File: config.mk
export PLATFORM = sky130hd
export DESIGN_NAME = car_collision_unit_flat
export DESIGN_NICKNAME = d
export VERILOG_FILES = /design/src/rtl/car_collision_unit_pkg.sv /design/src/rtl/car_collision_unit_if.sv /design/src/rtl/car_collision_unit_car_pixel_overlap.sv /design/src/rtl/car_collision_unit.sv /design/src/flat_wrapper.sv
export SDC_FILE = /design/constraint.sdc
export NUM_CORES = 1
export LEC_CHECK = 0
export ABC_CLOCK_PERIOD_IN_PS = 4800
export CAP_MARGIN = 30
export CORE_AREA = 2 2 70 79
export CTS_BUF_LIST = sky130_fd_sc_hd__clkbuf_8
export DETAILED_ROUTE_END_ITERATION = 10
export DIE_AREA = 0 0 72 81
export HOLD_SLACK_MARGIN = 0.15
export PLACE_DENSITY = 0.9
export SYNTH_ARGS = -nofsm -noshare
export SYNTH_HDL_FRONTEND = slang
export SYNTH_SLANG_ARGS = --single-unit
File: constraint.sdc
create_clock -name Clk -period 4.8 [get_ports Clk]
set_input_delay 0.96 -clock Clk [delete_from_list [all_inputs] [get_ports Clk]]
set_output_delay 0.96 -clock Clk [all_outputs]
set_load 0.03 [all_outputs]
File: src/rtl/car_collision_unit_pkg.sv
// Shared definitions for the frogger collision logic.
// Contents: row/car geometry, pixel width, transparent palette index and the
// life-manager state enumeration.
package frogger_pkg;

    localparam int NUM_ROWS     = 5;
    localparam int CARS_PER_ROW = 4;
    localparam int PIX_W        = 5;
    localparam int ROW_W        = 3;

    localparam logic [PIX_W-1:0] TRANSPARENT = 5'd0;

    typedef enum logic [1:0] {
        ALIVE     = 2'd0,
        DYING     = 2'd1,
        RESPAWN   = 2'd2,
        GAME_OVER = 2'd3
    } life_state_e;

endpackage

File: src/rtl/car_collision_unit_if.sv
// Bundle of per-pixel sprite inputs, frame/level strobes and life-manager
// outputs that connect the collision unit to the video pipeline and HUD.
// slave  : collision unit side (pixel/strobe inputs, status outputs)
// master : driving side (video pipeline / frog controller / HUD)
interface car_collision_unit_if;
    import frogger_pkg::*;

    logic                                               frame_clk_rising_edge;
    logic                                               GoNextLevel;
    logic                                               is_frog;
    logic [PIX_W-1:0]                                   frog_data;
    logic [NUM_ROWS-1:0][CARS_PER_ROW-1:0]              is_car_rows;
    logic [NUM_ROWS-1:0][CARS_PER_ROW-1:0][PIX_W-1:0]   car_data;

    logic                                               frog_dead;
    logic                                               frog_respawn;
    logic [1:0]                                         lives;
    logic                                               game_over;
    logic [ROW_W-1:0]                                   hit_row;

    modport slave (
        input  frame_clk_rising_edge, GoNextLevel, is_frog, frog_data,
               is_car_rows, car_data,
        output frog_dead, frog_respawn, lives, game_over, hit_row
    );

    modport master (
        output frame_clk_rising_edge, GoNextLevel, is_frog, frog_data,
               is_car_rows, car_data,
        input  frog_dead, frog_respawn, lives, game_over, hit_row
    );

endinterface

File: src/rtl/car_collision_unit_car_pixel_overlap.sv
// Combinational opaque-pixel overlap test between one sprite and all car rows.
// Inputs : frog_flag/frog_data (sprite flag aligned with its palette data),
//          car_flags/car_data (per row, per car, aligned likewise).
// Outputs: pix_hit (opaque sprite pixel over any opaque car pixel),
//          pix_row (lowest row index with an opaque car pixel here).
module car_pixel_overlap
    import frogger_pkg::*;
(
    input  logic                                             frog_flag,
    input  logic [PIX_W-1:0]                                 frog_data,
    input  logic [NUM_ROWS-1:0][CARS_PER_ROW-1:0]            car_flags,
    input  logic [NUM_ROWS-1:0][CARS_PER_ROW-1:0][PIX_W-1:0] car_data,
    output logic                                             pix_hit,
    output logic [ROW_W-1:0]                                 pix_row
);

    logic [NUM_ROWS-1:0] row_hit;

    always_comb begin
        row_hit = '0;
        for (int r = 0; r < NUM_ROWS; r++) begin
            for (int c = 0; c < CARS_PER_ROW; c++) begin
                if (car_flags[r][c] && (car_data[r][c] != TRANSPARENT)) begin
                    row_hit[r] = 1'b1;
                end
            end
        end

        // Walk from the top row down so the lowest index wins.
        pix_row = '0;
        for (int r = NUM_ROWS - 1; r >= 0; r--) begin
            if (row_hit[r]) begin
                pix_row = ROW_W'(r);
            end
        end

        pix_hit = frog_flag && (frog_data != TRANSPARENT) && (|row_hit);
    end

endmodule

File: src/rtl/car_collision_unit.sv
// Frog-versus-car collision detector and life manager.
// Ports: Clk (system clock), Reset_n (async active-low reset),
//        bus (car_collision_unit_if.slave: pixel inputs, frame/level strobes,
//        frog_dead/frog_respawn/lives/game_over/hit_row outputs).
//
// state     | meaning
// ----------+---------------------------------------------------------
// ALIVE     | frog playing, overlaps accumulate over each frame
// DYING     | death animation, counts frame edges, hits ignored
// RESPAWN   | single cycle, frog controller returns frog to start
// GAME_OVER | no lives left, absorbing until reset
module car_collision_unit
    import frogger_pkg::*;
#(
    parameter int LIVES_INIT   = 3,
    parameter int DEATH_FRAMES = 30
)
(
    input  logic                 Clk,
    input  logic                 Reset_n,
    car_collision_unit_if.slave  bus
);

    localparam logic [1:0] ST_ALIVE     = ALIVE;
    localparam logic [1:0] ST_DYING     = DYING;
    localparam logic [1:0] ST_RESPAWN   = RESPAWN;
    localparam logic [1:0] ST_GAME_OVER = GAME_OVER;

    localparam logic [1:0] LIVES_RST  = 2'(LIVES_INIT);
    localparam logic [5:0] DEATH_LOAD = 6'(DEATH_FRAMES - 1);

    logic                                    is_frog_d;
    logic [NUM_ROWS-1:0][CARS_PER_ROW-1:0]   is_car_rows_d;
    logic                                    pix_hit;
    logic [ROW_W-1:0]                        pix_row;
    logic                                    hit_acc;
    logic [ROW_W-1:0]                        hit_row_acc;
    logic                                    acc_block;
    logic [1:0]                              state;
    logic [1:0]                              lives_q;
    logic [5:0]                              frame_cnt;
    logic [ROW_W-1:0]                        hit_row_q;
    logic                                    dead_q;
    logic                                    respawn_q;
    logic                                    game_over_q;
    logic                                    frame_edge;
    logic                                    next_level;

    assign frame_edge = bus.frame_clk_rising_edge;
    assign next_level = bus.GoNextLevel && (state == ST_ALIVE);

    // Flags lead the palette ROM data by one clock.
    always_ff @(posedge Clk or negedge Reset_n) begin
        if (!Reset_n) begin
            is_frog_d     <= 1'b0;
            is_car_rows_d <= '0;
        end else begin
            is_frog_d     <= bus.is_frog;
            is_car_rows_d <= bus.is_car_rows;
        end
    end

    car_pixel_overlap u_overlap (
        .frog_flag (is_frog_d),
        .frog_data (bus.frog_data),
        .car_flags (is_car_rows_d),
        .car_data  (bus.car_data),
        .pix_hit   (pix_hit),
        .pix_row   (pix_row)
    );

    // Outside ALIVE/RESPAWN nothing may accumulate; a level change wipes the frame.
    assign acc_block = (state == ST_DYING) || (state == ST_GAME_OVER) || next_level;

    // A hit on the frame edge restarts the accumulator set rather than clear.
    always_ff @(posedge Clk or negedge Reset_n) begin
        if (!Reset_n) begin
            hit_acc     <= 1'b0;
            hit_row_acc <= '0;
        end else if (acc_block) begin
            hit_acc     <= 1'b0;
        end else if (pix_hit && (frame_edge || !hit_acc)) begin
            hit_acc     <= 1'b1;
            hit_row_acc <= pix_row;
        end else if (frame_edge) begin
            hit_acc     <= 1'b0;
        end
    end

    always_ff @(posedge Clk or negedge Reset_n) begin
        if (!Reset_n) begin
            state       <= ST_ALIVE;
            lives_q     <= LIVES_RST;
            frame_cnt   <= '0;
            hit_row_q   <= '0;
            dead_q      <= 1'b0;
            respawn_q   <= 1'b0;
            game_over_q <= 1'b0;
        end else begin
            respawn_q <= 1'b0;
            case (state)
                ST_ALIVE: begin
                    if (frame_edge && !next_level && hit_acc) begin
                        if (lives_q != 2'd0) begin
                            lives_q <= lives_q - 2'd1;
                        end
                        hit_row_q <= hit_row_acc;
                        frame_cnt <= DEATH_LOAD;
                        dead_q    <= 1'b1;
                        state     <= ST_DYING;
                    end
                end
                ST_DYING: begin
                    if (frame_edge) begin
                        if (frame_cnt == 6'd0) begin
                            dead_q <= 1'b0;
                            if (lives_q == 2'd0) begin
                                game_over_q <= 1'b1;
                                state       <= ST_GAME_OVER;
                            end else begin
                                respawn_q <= 1'b1;
                                state     <= ST_RESPAWN;
                            end
                        end else begin
                            frame_cnt <= frame_cnt - 6'd1;
                        end
                    end
                end
                ST_RESPAWN: begin
                    state <= ST_ALIVE;
                end
                default: begin
                    state <= ST_GAME_OVER;
                end
            endcase
        end
    end

    assign bus.frog_dead    = dead_q;
    assign bus.frog_respawn = respawn_q;
    assign bus.lives        = lives_q;
    assign bus.game_over    = game_over_q;
    assign bus.hit_row      = hit_row_q;

endmodule
File: src/flat_wrapper.sv
// flat-port wrapper written by rule: the top's interface ports become plain ports
module car_collision_unit_flat import frogger_pkg::*;
#(
    parameter int LIVES_INIT   = 3,
    parameter int DEATH_FRAMES = 30
)
  (Clk, Reset_n, bus_frame_clk_rising_edge, bus_GoNextLevel, bus_is_frog, bus_frog_data, bus_is_car_rows, bus_car_data, bus_frog_dead, bus_frog_respawn, bus_lives, bus_game_over, bus_hit_row);
  car_collision_unit_if bus_i ();
  input  logic Clk;
  input  logic Reset_n;
  input wire logic [$bits(bus_i.frame_clk_rising_edge)-1:0] bus_frame_clk_rising_edge;
  input wire logic [$bits(bus_i.GoNextLevel)-1:0] bus_GoNextLevel;
  input wire logic [$bits(bus_i.is_frog)-1:0] bus_is_frog;
  input wire logic [$bits(bus_i.frog_data)-1:0] bus_frog_data;
  input wire logic [$bits(bus_i.is_car_rows)-1:0] bus_is_car_rows;
  input wire logic [$bits(bus_i.car_data)-1:0] bus_car_data;
  output wire logic [$bits(bus_i.frog_dead)-1:0] bus_frog_dead;
  output wire logic [$bits(bus_i.frog_respawn)-1:0] bus_frog_respawn;
  output wire logic [$bits(bus_i.lives)-1:0] bus_lives;
  output wire logic [$bits(bus_i.game_over)-1:0] bus_game_over;
  output wire logic [$bits(bus_i.hit_row)-1:0] bus_hit_row;
  assign bus_i.frame_clk_rising_edge = bus_frame_clk_rising_edge;
  assign bus_i.GoNextLevel = bus_GoNextLevel;
  assign bus_i.is_frog = bus_is_frog;
  assign bus_i.frog_data = bus_frog_data;
  assign bus_i.is_car_rows = bus_is_car_rows;
  assign bus_i.car_data = bus_car_data;
  assign bus_frog_dead = bus_i.frog_dead;
  assign bus_frog_respawn = bus_i.frog_respawn;
  assign bus_lives = bus_i.lives;
  assign bus_game_over = bus_i.game_over;
  assign bus_hit_row = bus_i.hit_row;
  car_collision_unit #(.LIVES_INIT(LIVES_INIT), .DEATH_FRAMES(DEATH_FRAMES)) u_core (.Clk(Clk), .Reset_n(Reset_n), .bus(bus_i));
endmodule
======== Yosys cells after proc, flatten, opt, wreduce, memory -nomap -nowiden ========
Index checks and enable logic that the tools add are counted.
storage, ports and cells
  output and inout bits ................... 8
  register bits after elaboration ......... 41
  bits of input ports ..................... 130
  word-level logic and storage cells ...... 136
cells by class
  bitwise operators ....................... 1
  equality and inequality tests ........... 7
  reduce and logical (&&, ||, !) cells .... 66
  muxes and demuxes ....................... 45
  add/subtract/negate cells ............... 2
operators by type and width
  kind                 count
  $reduce_bool 5->1    21
  $mux 1               31
  $logic_and 1x1->1    26
  $mux 6               3
  $mux 3               5
  $pmux 6 s2           1
  $reduce_and 4->1     3
  $ne 2x2->1 const B   4
  $logic_not 6->1      1
  $mux 2               3
  $pmux 2 s3           1
  $reduce_and 3->1     2
  $sub 6x1->6 const B  1
  $reduce_or 5->1      1
  $eq 2x2->1 const B   2
  $logic_not 2->1      2
  $reduce_and 2->1     2
  $reduce_bool 2->1    2
  $logic_or 1x1->1     3
  $reduce_bool 3->1    1
  $eq 2x1->1 const B   1
  $logic_not 1->1      2
  $pmux 1 s2           1
  $sub 2x1->2 const B  1
  $not 1->1            1

======== Longest topological paths before layout ========
  depth in word-level cells ............... 11
  gate-level depth with buffers ........... 7
  mapped depth without buffers ............ 7

======== By module ========
Synthesis repeated with hierarchy kept, for this count alone.
second synthesis, totals
  cells, all modules ...................... 168
  area total of the unflattened synthesis .. 1904.3 sq um
by module, submodules not included
  module              instances  seq. area each (sq um)  area each (sq um)  cells an instance
  car_collision_unit  1          1028.5                  1481.4             113
  car_pixel_overlap   1          0.0                     422.9              55

======== Worst setup path before layout ========
No wires, ideal clock.
  kind .................................... input-to-reg
  start point ............................. input port bus_car_data[40]
  end point ............................... register u_core.hit_acc
  cell stages on the path ................. 6
  library setup time ...................... 0.121 ns
  data required time ...................... 4.679 ns
  path slack .............................. 2.497 ns
  buffers on the path ..................... 0
  data arrival time ....................... 2.182 ns
  cells stage by stage .................... or4_1 o21ai_1 and4_1 nor2b_4 nand3_1 a22o_1
between the ends
  longest elaborated chain between the ends .. 11
  elaborated cells between the ends (all ways) .. 12
  classes of those cells .................. mux: 6; reduce/logical: 6
RTL lines
  item                     RTL line                                    text
  start: declaration       flat_wrapper.sv:16                          input wire logic [$bits(bus_i.car_data)-1:0] bus_car_data;
  $reduce_bool 5->1 (*)    car_collision_unit_car_pixel_overlap.sv:23  if (car_flags[r][c] && (car_data[r][c] != TRANSPARENT)) begin
  $logic_and 1x1->1 (*)    car_collision_unit_car_pixel_overlap.sv:23
  $mux 1 (*) (4 in a row)  car_collision_unit_car_pixel_overlap.sv:23
  $reduce_or 5->1 (*)      car_collision_unit_car_pixel_overlap.sv:37  pix_hit = frog_flag && (frog_data != TRANSPARENT) && (|row_hit);
  $logic_and 1x1->1 (*)    car_collision_unit_car_pixel_overlap.sv:37
  $logic_and 1x1->1 (*)    car_collision_unit.sv:82                    end else if (pix_hit && (frame_edge || !hit_acc)) begin
  $mux 1                   car_collision_unit.sv:82
  $mux 1                   car_collision_unit.sv:80                    end else if (acc_block) begin
  end signal: assignment   car_collision_unit.sv:81                    hit_acc <= 1'b0;
  end signal: assignment   car_collision_unit.sv:83                    hit_acc <= 1'b1;
  end signal: assignment   car_collision_unit.sv:86                    hit_acc <= 1'b0;
  end: declaration         car_collision_unit.sv:36                    logic hit_acc;
Mark *: on every way between the ends. The rest lies on a longest branch, timed or not.
A chain may end at the register's enable or synchronous reset.

======== Worst setup path in the final report ========
  start point ............................. input port bus_car_data[58]
  end point ............................... register u_core.hit_acc
between the ends
  longest elaborated chain between the ends .. 8
  elaborated cells between the ends (all ways) .. 9
  classes of those cells .................. mux: 3; reduce/logical: 6
RTL lines
  item                   RTL line
  $reduce_bool 5->1 (*)  car_collision_unit_car_pixel_overlap.sv:23
  $logic_and 1x1->1 (*)  car_collision_unit_car_pixel_overlap.sv:23
  $mux 1 (*)             car_collision_unit_car_pixel_overlap.sv:23
  $reduce_or 5->1 (*)    car_collision_unit_car_pixel_overlap.sv:37
  $logic_and 1x1->1 (*)  car_collision_unit_car_pixel_overlap.sv:37
  $logic_and 1x1->1 (*)  car_collision_unit.sv:82
  $mux 1                 car_collision_unit.sv:82
  $mux 1                 car_collision_unit.sv:80
Marks and branches as above.

==> results.txt <==
STA classifies the critical path endpoint as a flip-flop. Clock tree synthesis inserted a total of 5 buffers. 0 antenna diodes ended up in the layout. Setup repair after global routing left no endpoint under its margin. The filler cells instantiated in the layout total 423. The count of cells along the worst hold path is 2, and the first-pass GRT wire length is 8290 µm. The via count of the first global-routing pass was 1910; the worst clock skew on the final layout was 0.00879 ns. Cells fill 64.8% of the core in the end. The residual overflow from global routing is 0, and the setup-violating endpoint count in the final report is 0. Gates resized during post-CTS repair numbered 0. The shortest clock period the worst path allows after layout is 2.56 ns, and the overall routed net length is 5000 µm. The run gives 0 as the number of failing hold endpoints at the final stage.

The worst register-to-register path has a depth of 6. The logs give 4.98 ns for the worst endpoint required time and 1.04 mW for the sum of internal, switching and leakage power. The logs give 41 for the clock sink count and 56.6% for the sequential-to-total area share from yosys stat. For the number of maximum-capacitance violations, the log shows 0.

The H-tree generated during clock tree synthesis spans 2 levels. Along the worst path, the maximum fanout reaches 4. The tools report the total I/O pin count as 138. The count of nets left with antenna violations once routing finished came out at 0.

The maximum achievable frequency was 391 MHz. The class of the worst hold path is reg2reg. TritonCTS built the clock tree. Headroom to the max-slew limit came out at 40.3%. Cell chosen for the clock root: clkbuf_8.

Counting tap cells, the placed design contains a total of 358 instances. For the final routed database, the setup TNS stands at 0 ns. The first detailed-routing pass ran for 4 iterations.

After clock tree synthesis, the flow added hold-fix buffers numbering 0. The final layout contains 437 nets. At the pin with the least slew margin, the transition time is 0.895 ns. The post-route netlist has 7.52% of its cells at a drive strength greater than 1.

After clock tree synthesis, the clock-pin slew on the worst setup and hold paths is 0.07 ns. For the final instance count without filler cells, the log shows 366. In the routed layout, each cell is associated on average with a via count of 4.84. Once the clock tree was built, the setup fixing pass inserted 0 buffers. Input and output buffers added on the ports amount to 137. The tools report the number of slew-limit violations in the final report as 0. The most frequent standard cell in the layout excluding fill and tap cells was clkdlybuf4s50_1. The number of nets handed over by synthesis was 294. Kind of critical path: in2reg. The die covers 5830 µm². The all-layer global routing usage was 18.7%.

The region available for standard cell placement spans 5150 µm². For this design the static power due to leakage is 1.33 nW. For the worst ir drop on vdd, the log shows 0.000185 V.

Compared with the post-synthesis result, the final layout area differs by 83.6%. The count of unique library cells instantiated by Yosys is 40, and the maximum buffer depth of the clock tree is 2. The vertical die dimension is 81 µm.

Across all layers, the routed design uses 1773 vias. In the layout the commonest cells are clkdlybuf4s50_1 (136), dfrtp_1 (39), or4_1 (21), o21ai_1 (15), nand2_1 (12). The average cell area after synthesis came out at 11.2 µm². The initial cell density of the core is 35.3%, and the average wire per standard cell is 13.7 µm. The violation count after the first detailed-route iteration was 59. In the synthesized netlist, the number of instances is 162. Dividing total power by cell area gives a power density of 312 nW/µm². The DRC violation count after routing was 0; the synthesis-stage register bit count was 41. Entering global routing, the biggest net connects 42 pins. Dividing the final minimum period by the clock period gives 53.3%. The final estimated routing congestion in global placement is 0.797. At the worst endpoint, the arrival time is 2.74 ns. The mapped netlist covers 1820 µm². The Yosys step of the flow raised 0 warnings. From left edge to right edge, the die measures 72 µm. The worst setup path is launched from an input pin. The run gives 0 as the number of antenna violations at the first check in global routing. The clock latency of the later-clocked register in the worst-skew pair is 0.29 ns. The floorplan has 28 rows. Detailed placement HPWL: 4310 µm.

The finished cells cover 3340 µm². Placed standard-cell area: 3260 µm². The run finished with clean final reports.
## registers in the layout (all words and copies together), names as in the netlist
name,flops
u_core.is_car_rows_d,20
u_core.state,2
u_core.bus.frog_dead,1
u_core.frame_cnt,6
u_core.bus.frog_respawn,1
u_core.bus.lives,2
u_core.hit_acc,1
u_core.bus.hit_row,3
u_core.is_frog_d,1
u_core.bus.game_over,1
u_core.hit_row_acc,3
## final cells by class
| type | instances | area [µm²] | area share [%] |
|---|---|---|---|
| Tap cell | 60 | 75.1 | 2.25 |
| Clock buffer | 5 | 68.8 | 2.06 |
| Timing Repair Buffer | 137 | 1370 | 40.9 |
| Clock inverter | 3 | 12.5 | 0.375 |
| Inverter | 6 | 22.5 | 0.675 |
| Sequential cell | 41 | 1030 | 30.8 |
| Multi-Input combinational cell | 114 | 763 | 22.9 |
## per-stage QoR
step	setup slack [ns]	hold WS, ns
6_report	2.24	0.476
4_1_cts	2.24	0.483
5_1_grt	2.14	0.511
2_1_floorplan	2.50	0.430
3_5_place_dp	1.93	0.464
3_3_place_gp	1.95	0.459
## cell usage after synthesis (all sizes together)
cell type  count  area (µm²)
and4bb         1        12.5
a22o           2        17.5
clkbuf         1        3.75
nand4          3        40.0
o211a          1        10.0
nand3          4        20.0
and4           2        20.0
a31o           1        8.76
a31oi          2        18.8
ha             2        25.0
a21o           1        7.51
nand2         12        45.0
or3            2        12.5
o21a           2        15.0
or4           21         158
nand2b         3        18.8
nor2b          3        26.3
o21ba          1        10.0
and2           1        6.26
o32ai          1        8.76
nor3           1        5.00
inv            6        22.5
nor2          12        52.6
dfstp          2        52.6
xnor2          4        35.0
and2b          2        16.3
a21oi          5        25.0
nor4           2        18.8
o21ai         23         130
dfrtp         39         976
## worst paths after layout
check / from / to / slack [ns]
min in group asynchronous: Reset_n / u_core.is_car_rows_d[14]$_DFF_PN0_ / 0.79
max reg2reg: u_core.state[1]$_DFFE_PN0P_ / u_core.frame_cnt[3]$_DFFE_PN0P_ / 3.10
min: u_core.bus.hit_row[1]$_DFFE_PN0P_ / u_core.bus.hit_row[1]$_DFFE_PN0P_ / 0.48
min reg2reg: u_core.bus.hit_row[1]$_DFFE_PN0P_ / u_core.bus.hit_row[1]$_DFFE_PN0P_ / 0.48
max in group asynchronous: Reset_n / u_core.is_car_rows_d[3]$_DFF_PN0_ / 3.45
max: bus_car_data[58] / u_core.hit_acc$_DFFE_PN0P_ / 2.24
## power breakdown
part / switching, mW / leakage [nW] / internal, mW
Combinational: 0.154 / 0.787 / 0.206
Clock: 0.115 / 0.0505 / 0.0979
Sequential: 0.0507 / 0.496 / 0.418
Total: 0.319 / 1.33 / 0.721
## cell families (layout without fill, tap and decap cells)
family | after synthesis | count (layout) | share of synthesized area [%]
and+or+nand+nor | 69 | 69 | 24.8
adders and majority gates | 2 | 2 | 1.38
DFF | 41 | 41 | 56.6
buffers and inverters | 7 | 151 | 1.44
xor gates and xnor gates | 4 | 4 | 1.93
AOI/OAI and AO/OA | 39 | 39 | 13.8
## worst max-delay path: stages
cell	delay, ns
clkdlybuf4s50_1	0.43
or4_1	0.51
o21ai_0	0.14
and4_1	0.24
nor2b_4	0.19
nand3_1	0.08
a22o_1	0.17
## per-layer routing
layer  up-vias  GRT usage [%]  share of wire [%]
li1        884              -                  -
met1       805           18.9                 35
met2        76           36.1                 56
met3         8           5.33                6.6
met4         0           7.17                1.8
met5         -              0                  0
No activity file was read; power rests on OpenSTA's default activity.
